<file path="src/rtl/aes_serial_loader.sv">
// Serial-to-parallel loader for the AES cores: assembles LSB-first data and key
// bit streams into BLK_W-wide words and holds a completed block until it is consumed.
module aes_serial_loader #(
  parameter int BLK_W = 128
) (
  input  logic             clk,
  input  logic             rst,
  input  logic             bit_in,
  input  logic             bit_valid,
  input  logic             load_key,
  input  logic             blk_ready,
  output logic [BLK_W-1:0] blk_out,
  output logic [BLK_W-1:0] key_out,
  output logic             blk_valid,
  output logic             key_loaded,
  output logic             overrun
);

  localparam int CNT_W = (BLK_W > 2) ? $clog2(BLK_W) : 1;
  localparam logic [CNT_W-1:0] CNT_MAX  = CNT_W'(BLK_W - 1);
  localparam logic [CNT_W-1:0] CNT_ZERO = {CNT_W{1'b0}};
  localparam logic [CNT_W-1:0] CNT_ONE  = CNT_W'(1);

  typedef enum logic [0:0] {
    COLLECT = 1'b0,
    HOLD    = 1'b1
  } state_t;

  state_t           state_r;
  state_t           state_next_s;
  logic [CNT_W-1:0] dcnt_r;
  logic [CNT_W-1:0] kcnt_r;
  logic             data_bit_s;
  logic             key_bit_s;
  logic             handshake_s;
  logic             data_take_s;
  logic             key_take_s;
  logic             drop_s;
  logic             key_loaded_next_s;

  // Classify the incoming bit and decide next state, acceptance and drop.
  always_comb begin
    data_bit_s   = bit_valid & ~load_key;
    key_bit_s    = bit_valid & load_key;
    handshake_s  = blk_valid & blk_ready;
    data_take_s  = 1'b0;
    key_take_s   = 1'b0;
    drop_s       = 1'b0;
    state_next_s = state_r;
    case (state_r)
      COLLECT: begin
        data_take_s = data_bit_s;
        key_take_s  = key_bit_s;
        if (data_bit_s && (dcnt_r == CNT_MAX)) begin
          state_next_s = HOLD;
        end else begin
          state_next_s = COLLECT;
        end
      end
      HOLD: begin
        // A data bit riding on the handshake edge starts the next block.
        if (handshake_s) begin
          state_next_s = COLLECT;
          data_take_s  = data_bit_s;
          drop_s       = key_bit_s;
        end else begin
          state_next_s = HOLD;
          drop_s       = bit_valid;
        end
      end
      default: begin
        state_next_s = COLLECT;
      end
    endcase

    if (key_take_s && (kcnt_r == CNT_MAX)) begin
      key_loaded_next_s = 1'b1;
    end else if (key_take_s && (kcnt_r == CNT_ZERO)) begin
      key_loaded_next_s = 1'b0;
    end else begin
      key_loaded_next_s = key_loaded;
    end
  end

  // Loader state, shift registers, counters and registered status flags.
  always_ff @(posedge clk or posedge rst) begin
    if (rst) begin
      state_r    <= COLLECT;
      dcnt_r     <= CNT_ZERO;
      kcnt_r     <= CNT_ZERO;
      blk_out    <= {BLK_W{1'b0}};
      key_out    <= {BLK_W{1'b0}};
      blk_valid  <= 1'b0;
      key_loaded <= 1'b0;
      overrun    <= 1'b0;
    end else begin
      state_r    <= state_next_s;
      key_loaded <= key_loaded_next_s;
      blk_valid  <= (state_next_s == HOLD) && key_loaded_next_s;

      if (data_take_s) begin
        blk_out <= {bit_in, blk_out[BLK_W-1:1]};
        dcnt_r  <= (dcnt_r == CNT_MAX) ? CNT_ZERO : (dcnt_r + CNT_ONE);
      end else begin
        blk_out <= blk_out;
        dcnt_r  <= dcnt_r;
      end

      // Dropping load_key mid-load abandons the partial key.
      if (key_take_s) begin
        key_out <= {bit_in, key_out[BLK_W-1:1]};
        kcnt_r  <= (kcnt_r == CNT_MAX) ? CNT_ZERO : (kcnt_r + CNT_ONE);
      end else if (!load_key) begin
        key_out <= key_out;
        kcnt_r  <= CNT_ZERO;
      end else begin
        key_out <= key_out;
        kcnt_r  <= kcnt_r;
      end

      if (drop_s) begin
        overrun <= 1'b1;
      end else begin
        overrun <= overrun;
      end
    end
  end

endmodule

</file>
<file path="config.mk">
export PLATFORM = sky130hd
export DESIGN_NAME = aes_serial_loader
export DESIGN_NICKNAME = d
export VERILOG_FILES = /design/src/rtl/aes_serial_loader.sv
export SDC_FILE = /design/constraint.sdc
export NUM_CORES = 1
export LEC_CHECK = 0
export ABC_AREA = 0
export CORE_MARGIN = 5
export CORE_UTILIZATION = 30
export DETAILED_ROUTE_END_ITERATION = 10
export PLACE_DENSITY_LB_ADDON = 0.05
export SYNTH_ARGS = -nofsm -noshare
export SYNTH_HDL_FRONTEND = slang
export SYNTH_SLANG_ARGS = --single-unit
</file>
<file path="constraint.sdc">
create_clock -name clk -period 8.2 [get_ports clk]
set_input_delay 1.23 -clock clk [delete_from_list [all_inputs] [get_ports clk]]
set_output_delay 1.23 -clock clk [all_outputs]
set_load 0.01 [all_outputs]
</file>
==> Flow_metrics.wiki, run 1 <==
{| class="wikitable"
! Metric !! Value
|-
| Status || finished clean
|-
| Net switching power || 755.8 µW
|-
| Post-Place Cell Area || 0.01392 mm²
|-
| WL/cell || 16.55 µm
|-
| Relative contribution of combinational cells to total power || 9.0%
|-
| Total power after layout || 3195 µW
|-
| Number of vias per cell after detailed routing || 4.357
|-
| Xor/xnor cell area share of the yosys netlist || 0.3996%
|-
| Final TNS setup || 0 ns
|-
| Detailed Route Iter0 Violations || 354
|-
| Count of nets after finishing || 1175
|-
| Mux share of post-synthesis cell area || 16.92%
|-
| Worst Reg2Reg Path Length in Cells || 3
|-
| GRT Util Overall || 13.28%
|-
| Worst setup EP type || flip-flop
|-
| Final core occ || 41.26%
|-
| Pin slew with the least headroom to its limit || 1.207 ns
|-
| Clock latency reported for the late side of the worst-skew pair || 0.50 ns
|-
| Synthesis-to-finish area growth || 36.84%
|-
| Share of total power in the clock network || 45.3%
|-
| CORE AREA || 0.03635 mm²
|-
| Distinct cells, synth || 39
|-
| Worst endpoint required time || 8.58 ns
|-
| Post-CTS resize count || 0
|-
| Final std cells w/o fill || 1655
|-
| Die Span X || 201.1 µm
|-
| Largest delay contributor family on the critical path || buffers and inverters
|-
| Clock period minus final worst setup slack || 3.513 ns
|-
| Number of synthesized flops with an enable pin || 0
|-
| Max frequency || 284.6 MHz
|-
| Netlist area before placement || 0.01096 mm²
|-
| Unrepaired setup endpoints after global routing || false
|-
| Maximum vdd ir drop || 116.0 µV
|-
| Hold bufs inserted after CTS || 0
|-
| Longest Clk Path Bufs || 3
|-
| Reg2Reg Capture Point || key_out[60]$_DFFE_PP0P_
|-
| Crit-path max FO || 46
|-
| TritonCTS clock tree || done
|-
| Layout cells sized above 1 || 15.84%
|-
| Total global routing overflow || 0
|-
| Share of the synthesized area in compound gates (AO/OA/AOI/OAI) || 1.233%
|-
| Yosys warns || 0
|-
| Initial Utilization || 30.15%
|-
| Hold Violations, Final || 0
|-
| Placer's final routability congestion estimate || 0.7072
|-
| Proportion of synthesized chip area in sequential cells || 62.56%
|-
| Final period util || 42.85%
|-
| Post-synthesis average cell area || 12.11 µm²
|-
| Launch instance of the worst register-to-register path || state_r$_DFF_PP0_
|-
| First element of the critical path || load_key
|-
| Clock-pin slew reported for the worst setup and hold paths after clock tree synthesis || 0.06 ns
|-
| Setup repair bufs after CTS || 0
|-
| Internal power || 2439 µW
|-
| Normalized max-slew margin || 19.56%
|-
| Max-slew violation count || 0
|-
| Mapped Cells || 905
|-
| Worst clock skew on the final layout || 0.01009 ns
|-
| Register-to-register path setup slack || 5.45 ns
|-
| Final-report setup violation count || 0
|-
| First-pass detailed-route iteration total || 7
|-
| Floorplan die area || 0.04045 mm²
|-
| Count of state elements after synthesis || 274
|-
| Final wirelength || 27390 µm
|-
| # IOs || 265
|-
| Worst EP arrival || 3.90 ns
|-
| Die Ht || 201.1 µm
|-
| Placed insts || 1598
|-
| Sink Count || 274
|-
| Nature of the critical path startpoint || primary input
|-
| Number of buffers created by CTS || 34
|-
| Wire length of the first global-routing pass || 43990 µm
|-
| Synth async-reset ratio || 100.0%
|-
| Fin area || 0.01500 mm²
|-
| Primary flip-flop cell chosen by synthesis mapping || dfrtp_1
|-
| Initial antenna violation count || 0
|-
| Adder and majority gate portion of the synthesized area || 0.3425%
|-
| Remaining antenna violation count after routing || 0
|-
| Combinational family with the most area after synthesis || multiplexers
|-
| Number of global-route vias before repair || 7444
|-
| Worst min-delay path class || flip-flop to flip-flop
|-
| CP max-delay cell || and3b_4
|-
| Root buffer cell || clkbuf_16
|-
| Worst setup path class || primary input to flip-flop
|-
| Pleak || 0.007331 µW
|-
| Fraction of the mapped netlist area in simple logic gates || 15.16%
|-
| Mapped Nets || 914
|-
| Detail Placement HPWL || 17490 µm
|-
| CP peak stage delay || 0.81 ns
|-
| Number of maximum-capacitance violations || 0
|-
| Power per cell area || 213.1 mW/mm²
|-
| Ordered list of cells on the worst path || clkdlybuf4s50_1, and3b_4, buf_4, mux2_2
|-
| Worst setup path endpoint || key_out[60]$_DFFE_PP0P_
|-
| Number of vias after detailed routing || 7211
|-
| H-tree levels || 2
|-
| Switch share || 23.65%
|-
| # diodes || 0
|-
| Part of the power in registers || 45.8%
|-
| Number of buffer and inverter instances along the worst setup path || 2
|-
| Number of cells on the critical path || 4
|-
| Post-detailed-route DRC marker count || 0
|-
| Largest net degree at the start of global routing || 141
|-
| IO buf count || 264
|-
| Total number of placement rows || 70
|}
## worst register-to-register path: stages, from the launching register on
cell and delay, ns:
dfrtp_1 0.50, and3b_4 0.92, buf_4 0.78, mux2_2 0.44
## per-layer routing
layer  track usage (%)  wire, µm  up-vias
li1                  -         -     3425
met5                 0         0        -
met2             19.55     11930      201
met4             3.515       521        0
met1             18.25     12550     3545
met3             5.383      2385       40
## worst min-delay path by stage
stage / startpoint / endpoint / cells past startpoint
after detailed placement: overrun$_DFFE_PP0P_ / overrun$_DFFE_PP0P_ / 1
after global routing: overrun$_DFFE_PP0P_ / overrun$_DFFE_PP0P_ / 1
after global placement: overrun$_DFFE_PP0P_ / overrun$_DFFE_PP0P_ / 1
after CTS: overrun$_DFFE_PP0P_ / overrun$_DFFE_PP0P_ / 1
after floorplan: dcnt_r[6]$_DFFE_PP0P_ / dcnt_r[6]$_DFFE_PP0P_ / 1
final: overrun$_DFFE_PP0P_ / overrun$_DFFE_PP0P_ / 1
## per-stage QoR
stage | setup WS, ns | hold slack [ns]
3_5_place_dp | 4.145 | 0.4576
3_3_place_gp | 4.115 | 0.4557
5_1_grt | 4.502 | 0.4945
6_report | 4.687 | 0.4702
2_1_floorplan | 3.347 | 0.4459
4_1_cts | 4.699 | 0.4751
## sequential cells by signal, indices dropped and copies added (netlist names)
| register | cells |
|---|---|
| key_loaded | 1 |
| dcnt_r | 7 |
| state_r | 1 |
| key_out | 128 |
| overrun | 1 |
| kcnt_r | 7 |
| blk_out | 128 |
| blk_valid | 1 |
## cells in the final DEF (no fill, tap or decap), types with 2 or more instances in the layout
cell type	count
nand2_1	397
dfrtp_1	274
clkdlybuf4s50_1	264
mux2_4	110
clkbuf_16	37
mux2_2	18
clkbuf_1	10
buf_4	6
nand4_1	5
o21ai_0	5
xnor2_1	5
clkinv_2	5
inv_1	4
clkbuf_8	4
and2_1	3
or3_1	3
nand3_1	3
ha_1	3
nor2_1	2
a21boi_0	2
nand2b_1	2
nor3_1	2
a21o_1	2
## cell families (layout without fill, tap and decap cells)
kind of cell,Yosys count,count (layout)
buf+inv,51,333
fa+ha+maj,3,3
compound gates,20,20
xor+xnor,5,5
simple gates,424,424
mux,128,128
flops,274,274
## power groups by stage
stage	Sequential [µW]	Clock (µW)	Combinational, µW
floorplan	1490	0	146
global placement	1490	0	295
detailed placement	1490	0	295
CTS	1460	1510	295
global route	1470	1560	314
finish	1460	1450	287
## synth_stat cells, types with 2 or more instances
master / count / area share (%)
or3_1: 3 / 0.17
clkbuf_1: 8 / 0.27
ha_1: 3 / 0.34
a21boi_0: 2 / 0.14
nand4_1: 5 / 0.29
nand3_1: 3 / 0.14
xnor2_1: 5 / 0.40
nand2b_1: 2 / 0.11
o21ai_0: 5 / 0.23
buf_6: 3 / 0.31
inv_1: 5 / 0.17
nor3_1: 2 / 0.091
dfrtp_1: 274 / 63
nor2_1: 2 / 0.069
buf_2: 23 / 1.1
mux2_4: 110 / 15
nand2_1: 397 / 14
and2_1: 3 / 0.17
buf_8: 11 / 1.5
a21o_1: 3 / 0.21
mux2_2: 18 / 1.8
## area by class of cell
cell class / instances / area (µm²)
Clock buffer: 51 / 1018
Clock inverter: 6 / 55.05
Fill cell: 3509 / 21350
Inverter: 5 / 22.52
Multi-Input combinational cell: 580 / 3751
Sequential cell: 274 / 6857
Tap cell: 468 / 585.6
Timing Repair Buffer: 271 / 2708
Power figures use the tool's default switching activity.
==> run 2, diff against run 1 <==
clock period = 3.5 ns   (was 8.2 ns; I/O delays follow)
==> run 2 against run 1 <==
Non-clock buffer count increased by 8. Clock power increased by 140%. Register-to-register slack got worse by 3.9 ns. Global-route usage increased by 0.072 points. Combinational power increased by 130%. Via count increased by 0.93%. First-iteration DRC count decreased by 29%.
==> Flow_metrics.wiki, run 2 (synthesis gave the netlist of run 1 again) <==
{| class="wikitable"
! Metric !! Value
|-
| Status || finished clean
|-
| Relative contribution of combinational cells to total power || 8.8% (-0.2 points)
|-
| Clock period minus final worst setup slack || 2.123 ns
|-
| Total power after layout || 7513 µW (+140%)
|-
| CORE AREA || 0.03635 mm² (unchanged)
|-
| # diodes || 0 (unchanged)
|-
| Normalized max-slew margin || 47.18% (+28 points)
|-
| CP peak stage delay || 0.69 ns (-0.12 ns)
|-
| Ordered list of cells on the worst path || clkdlybuf4s50_1, and3b_4, buf_12, mux2_4
|-
| Placer's final routability congestion estimate || 0.6914 (-2.2%)
|-
| Net switching power || 1769 µW (+130%)
|-
| Internal power || 5744 µW (+140%)
|-
| Die Span X || 201.1 µm (unchanged)
|-
| Root buffer cell || clkbuf_16
|-
| CP max-delay cell || clkdlybuf4s50_1
|-
| Leading cell type in the layout, fill and taps excluded || nand2_1
|-
| Worst min-delay path class || primary input to asynchronous set/reset pin
|-
| Longest Clk Path Bufs || 3 (unchanged)
|-
| Number of maximum-capacitance violations || 0 (unchanged)
|-
| Layout cells sized above 1 || 16.61% (+0.77 points)
|-
| TritonCTS clock tree || done
|-
| Switch share || 23.55% (-0.11 points)
|-
| Final wirelength || 27410 µm (about the same)
|-
| Worst clock skew on the final layout || 0.01551 ns (+0.005417 ns)
|-
| Synthesis-to-finish area growth || 38.51%
|-
| Most frequent cells in the layout || nand2_1 (397), dfrtp_1 (274), clkdlybuf4s50_1 (264)
|-
| # IOs || 265 (unchanged)
|-
| Worst EP arrival || 2.50 ns (-1.40 ns)
|-
| Clock-pin slew reported for the worst setup and hold paths after clock tree synthesis || 0.06 ns (about the same)
|-
| Placed insts || 1606 (+0.50%)
|-
| Setup repair bufs after CTS || 0 (unchanged)
|-
| Wire length of the first global-routing pass || 44140 µm (+0.35%)
|-
| Crit-path max FO || 55 (+20%)
|-
| Pleak || 0.007417 µW (+1.2%)
|-
| Detail Placement HPWL || 18300 µm (+4.7%)
|-
| Post-Place Cell Area || 0.01408 mm² (+1.1%)
|-
| Number of vias per cell after detailed routing || 4.369 (+0.26%)
|-
| Hold bufs inserted after CTS || 0 (unchanged)
|-
| Floorplan die area || 0.04045 mm² (unchanged)
|-
| Dpl ws || 0.8616 ns (-3.283 ns)
|-
| Final period util || 60.66%
|-
| Nature of the critical path startpoint || primary input
|-
| Initial antenna violation count || 0 (unchanged)
|-
| Final-report setup violation count || 0 (unchanged)
|-
| Worst setup path class || primary input to flip-flop
|-
| First-pass detailed-route iteration total || 4 (-3)
|-
| Number of buffers created by CTS || 34 (unchanged)
|-
| Worst Reg2Reg Path Length in Cells || 3 (unchanged)
|-
| GRT Util Overall || 13.35% (+0.072 points)
|-
| Top flop regs || blk_out x128, key_out x128
|-
| Hold Violations, Final || 0 (unchanged)
|-
| Final TNS setup || 0 ns (unchanged)
|-
| Post-detailed-route DRC marker count || 0 (unchanged)
|-
| Maximum vdd ir drop || 348.2 µV (+200%)
|-
| Fin area || 0.01518 mm² (+1.2%)
|-
| Worst Slack Setup Final || 1.377 ns (-3.310 ns)
|-
| H-tree levels || 2 (unchanged)
|-
| IO buf count || 264 (unchanged)
|-
| Total global routing overflow || 0 (unchanged)
|-
| Max frequency || 471.0 MHz
|-
| Sink Count || 274 (unchanged)
|-
| WL/cell || 16.45 µm (-0.56%)
|-
| Remaining antenna violation count after routing || 0 (unchanged)
|-
| Detailed Route Iter0 Violations || 251 (-29%)
|-
| Count of nets after finishing || 1183 (+0.68%)
|-
| Clock latency reported for the late side of the worst-skew pair || 0.51 ns (about the same)
|-
| Die Ht || 201.1 µm (unchanged)
|-
| Worst endpoint required time || 3.88 ns (-4.70 ns)
|-
| Number of global-route vias before repair || 7439 (-0.067%)
|-
| Share of total power in the clock network || 45.4% (about the same)
|-
| Largest net degree at the start of global routing || 76 (-46%)
|-
| Final std cells w/o fill || 1666 (+0.66%)
|-
| Pin slew with the least headroom to its limit || 0.7923 ns (-0.4143 ns)
|-
| Total number of placement rows || 70 (unchanged)
|-
| Worst setup EP type || flip-flop
|-
| Number of vias after detailed routing || 7278 (+0.93%)
|-
| Initial Utilization || 30.15% (unchanged)
|-
| Max-slew violation count || 0 (unchanged)
|-
| Power per cell area || 495.0 mW/mm² (+130%)
|-
| Unrepaired setup endpoints after global routing || false
|-
| Post-CTS resize count || 0 (unchanged)
|-
| Part of the power in registers || 45.8% (about the same)
|}
-- run 2: changes by cell type in the layout (fill, tap and decap cells not counted), sizes merged --
cell	delta
buf	+8
clkinv	+3
-- run 2: final timing paths --
kind                                     start                       to  slack [ns]
min                                        rst    kcnt_r[5]$_DFFE_PP0P_        0.34
max in group asynchronous                  rst  blk_out[48]$_DFFE_PP0P_        2.32
min reg2reg                overrun$_DFFE_PP0P_      overrun$_DFFE_PP0P_        0.47
max                                   load_key  key_out[42]$_DFFE_PP0P_        1.38
max reg2reg                  state_r$_DFF_PP0_  key_out[42]$_DFFE_PP0P_        1.53
min in group clk           overrun$_DFFE_PP0P_      overrun$_DFFE_PP0P_        0.47
-- run 2: final cells by class --
| cell class | instances | area, µm² |
|---|---|---|
| Clock buffer | 51 | 1018 |
| Clock inverter | 9 | 77.57 |
| Fill cell | 3461 | 21170 |
| Inverter | 5 | 22.52 |
| Multi-Input combinational cell | 580 | 3751 |
| Sequential cell | 274 | 6857 |
| Tap cell | 468 | 585.6 |
| Timing Repair Buffer | 279 | 2868 |
-- run 2: layer usage --
metal / part of all wire (%) / track usage [%] / up-vias
li1: - / - / 3460
met5: 0 / 0 / -
met2: 43 / 19.49 / 189
met3: 7.9 / 5.205 / 37
met1: 47 / 18.56 / 3592
met4: 1.9 / 3.712 / 0
-- run 2: critical path, delay by kind of cell --
kind / cells / cell delay (ns)
buf+inv: 2 / 1.08
mux: 1 / 0.34
simple gates: 1 / 0.47
-- run 2: metrics by stage --
stage	hold WS [ns]	utilization, %
2_1_floorplan	0.4459	-
3_3_place_gp	0.4559	38.75
3_5_place_dp	0.4576	38.75
4_1_cts	0.3190	41.76
5_1_grt	0.3447	41.76
6_report	0.3427	41.76
-- run 2: power groups by stage --
stage               combinational [µW]  sequential (µW)  clock, µW
floorplan                          343             3500          0
global placement                   677             3500          0
detailed placement                 682             3490          0
CTS                                682             3440       3550
global route                       728             3460       3670
finish                             663             3440       3410
==> run 3, diff against run 2 <==
clock period = 2.05 ns   (was 3.5 ns; I/O delays follow)
==> run 3 against run 2 <==
Global-route usage up 0.082 points. Clock-buffer cell count increased by 4. Cell count grew 1.1%. Total power rose by 73%. Sequential cell count is the same. Wire length is 0.70% higher.
==> Flow_metrics.wiki, run 3 (synthesis gave the netlist of run 1 again) <==
{| class="wikitable"
! Metric !! Value
|-
| Status || finished clean
|-
| IO buf count || 264 (unchanged)
|-
| Largest net degree at the start of global routing || 93 (+22%)
|-
| Max frequency || 551.0 MHz
|-
| Layout cells sized above 1 || 17.60% (+0.99 points)
|-
| Number of global-route vias before repair || 7594 (+2.1%)
|-
| Worst endpoint required time || 1.74 ns (-2.14 ns)
|-
| Normalized max-slew margin || 63.83% (+17 points)
|-
| Number of buffer and inverter instances along the worst setup path || 1 (-1)
|-
| Hold Violations, Final || 0 (unchanged)
|-
| Final wirelength || 27610 µm (+0.70%)
|-
| Clock latency reported for the late side of the worst-skew pair || 0.50 ns (about the same)
|-
| Busiest layer in global routing || met2
|-
| Global routing met3 resource utilization || 4.448% (-0.76 points)
|-
| Worst Reg2Reg Path Length in Cells || 4 (+1)
|-
| Longest Clk Path Bufs || 3 (unchanged)
|-
| Launch instance of the worst register-to-register path || state_r$_DFF_PP0_
|-
| Top flop regs || blk_out x128, key_out x128
|-
| Ordered list of cells on the worst path || clkdlybuf4s50_1
|-
| Count of nets after finishing || 1199 (+1.4%)
|-
| Clock period minus final worst setup slack || 1.815 ns
|-
| Initial Utilization || 30.15% (unchanged)
|-
| Detail Placement HPWL || 18710 µm (+2.2%)
|-
| Clock-pin slew reported for the worst setup and hold paths after clock tree synthesis || 0.06 ns (about the same)
|-
| H-tree levels || 2 (unchanged)
|-
| Worst clock skew on the final layout || 0.01354 ns (-0.001966 ns)
|-
| Remaining antenna violation count after routing || 0 (unchanged)
|-
| Placer's final routability congestion estimate || 0.7074 (+2.3%)
|-
| Number of buffers created by CTS || 34 (unchanged)
|-
| CORE AREA || 0.03635 mm² (unchanged)
|-
| Largest delay contributor family on the critical path || buffers and inverters
|-
| Setup repair bufs after CTS || 0 (unchanged)
|-
| Worst setup EP type || primary output
|-
| Total global routing overflow || 0 (unchanged)
|-
| Met2 Usage GRT || 20.20% (+0.70 points)
|-
| Final period util || 88.52%
|-
| Detailed Route Iter0 Violations || 375 (+49%)
|-
| Maximum vdd ir drop || 506.6 µV (+45%)
|-
| Die Span X || 201.1 µm (unchanged)
|-
| Number of vias after detailed routing || 7297 (+0.26%)
|-
| Number of maximum-capacitance violations || 0 (unchanged)
|-
| First-pass detailed-route iteration total || 4 (unchanged)
|-
| Synthesis-to-finish area growth || 41.16%
|-
| Met1 layer usage reported by global route || 18.97% (+0.41 points)
|-
| Final TNS setup || 0 ns (unchanged)
|-
| Post-CTS resize count || 0 (unchanged)
|-
| GRT Util Overall || 13.43% (+0.082 points)
|-
| Max-slew violation count || 0 (unchanged)
|-
| Pleak || 0.007553 µW (+1.8%)
|-
| Floorplan die area || 0.04045 mm² (unchanged)
|-
| Power per cell area || 842.2 mW/mm² (+70%)
|-
| Crit-path max FO || 3 (-95%)
|-
| Worst min-delay path class || primary input to asynchronous set/reset pin
|-
| Worst EP arrival || 1.51 ns (-0.99 ns)
|-
| Unrepaired setup endpoints after global routing || false
|-
| Initial antenna violation count || 0 (unchanged)
|-
| Most frequent cells in the layout || nand2_1 (397), dfrtp_1 (274), clkdlybuf4s50_1 (264)
|-
| Number of vias per cell after detailed routing || 4.333 (-0.81%)
|-
| WL/cell || 16.39 µm (-0.37%)
|-
| Leading cell type in the layout, fill and taps excluded || nand2_1
|-
| Die Ht || 201.1 µm (unchanged)
|-
| Wire length of the first global-routing pass || 44790 µm (+1.5%)
|-
| TritonCTS clock tree || done
|-
| Hold bufs inserted after CTS || 0 (unchanged)
|-
| Fin area || 0.01547 mm² (+1.9%)
|-
| # diodes || 0 (unchanged)
|-
| Pin slew with the least headroom to its limit || 0.5426 ns (-0.2498 ns)
|-
| # IOs || 265 (unchanged)
|-
| Worst setup path class || flip-flop to primary output
|-
| Reg2Reg Capture Point || key_out[100]$_DFFE_PP0P_
|-
| Sink Count || 274 (unchanged)
|-
| Nature of the critical path startpoint || flip-flop
|-
| Register-to-register path setup slack || 0.47 ns (-1.06 ns)
|-
| Number of cells on the critical path || 1 (-3)
|-
| Total number of placement rows || 70 (unchanged)
|-
| Root buffer cell || clkbuf_16
|-
| Final-report setup violation count || 0 (unchanged)
|-
| Post-detailed-route DRC marker count || 0 (unchanged)
|-
| CP peak stage delay || 0.64 ns (-0.05 ns)
|-
| CP max-delay cell || clkdlybuf4s50_1
|-
| Post-Place Cell Area || 0.01434 mm² (+1.8%)
|-
| Total power after layout || 13030 µW (+73%)
|}
-- run 3: cell count changes in the layout (fill, tap and decap cells not counted) --
cell,previous run,this run
buf_12,9,20
buf_4,6,11
clkbuf_1,10,13
clkinv_4,2,0
bufinv_16,1,2
clkbuf_8,4,5
clkinv_2,6,5
-- run 3: area by class of cell --
type	count	area (µm²)
fillers	3361	20880
inverters	5	22.52
multi-input cells	580	3751
clock inverters	7	85.08
well taps	468	585.6
clock buffers	55	1044
flip-flops and latches	274	6857
repair buffers	295	3126
-- run 3: power breakdown --
part           switching [µW]  leakage, µW  internal [µW]
clock network            2230     0.000555           3730
logic                     535      0.00321            654
registers                 240      0.00379           5640
-- run 3: routing by layer --
metal / share of wire (%) / wire length [µm]
met5: 0 / 0
met3: 6.7 / 1841
met4: 1.6 / 450
met2: 44 / 12230
met1: 47 / 13090
-- run 3: worst max path at each step --
stage                                       from                       end
after floorplan                              rst    blk_out[0]$_DFFE_PP0P_
after global placement                  load_key   key_out[97]$_DFFE_PP0P_
after detailed placement               bit_valid  key_out[100]$_DFFE_PP0P_
after CTS                 blk_out[2]$_DFFE_PP0P_                blk_out[2]
after global routing      blk_out[2]$_DFFE_PP0P_                blk_out[2]
final                     blk_out[2]$_DFFE_PP0P_                blk_out[2]
-- run 3: metrics by stage --
stage          hold WS [ns]  setup slack [ns]  util, %  cells
5_1_grt              0.2462            0.1361    42.56   1684
2_1_floorplan        0.4129            -1.881        -    905
3_5_place_dp         0.4638            0.1387    39.46   1622
6_report             0.2443            0.2353    42.56   1684
4_1_cts              0.2270            0.1771    42.56   1684
3_3_place_gp         0.4611            0.1457    39.46   1622
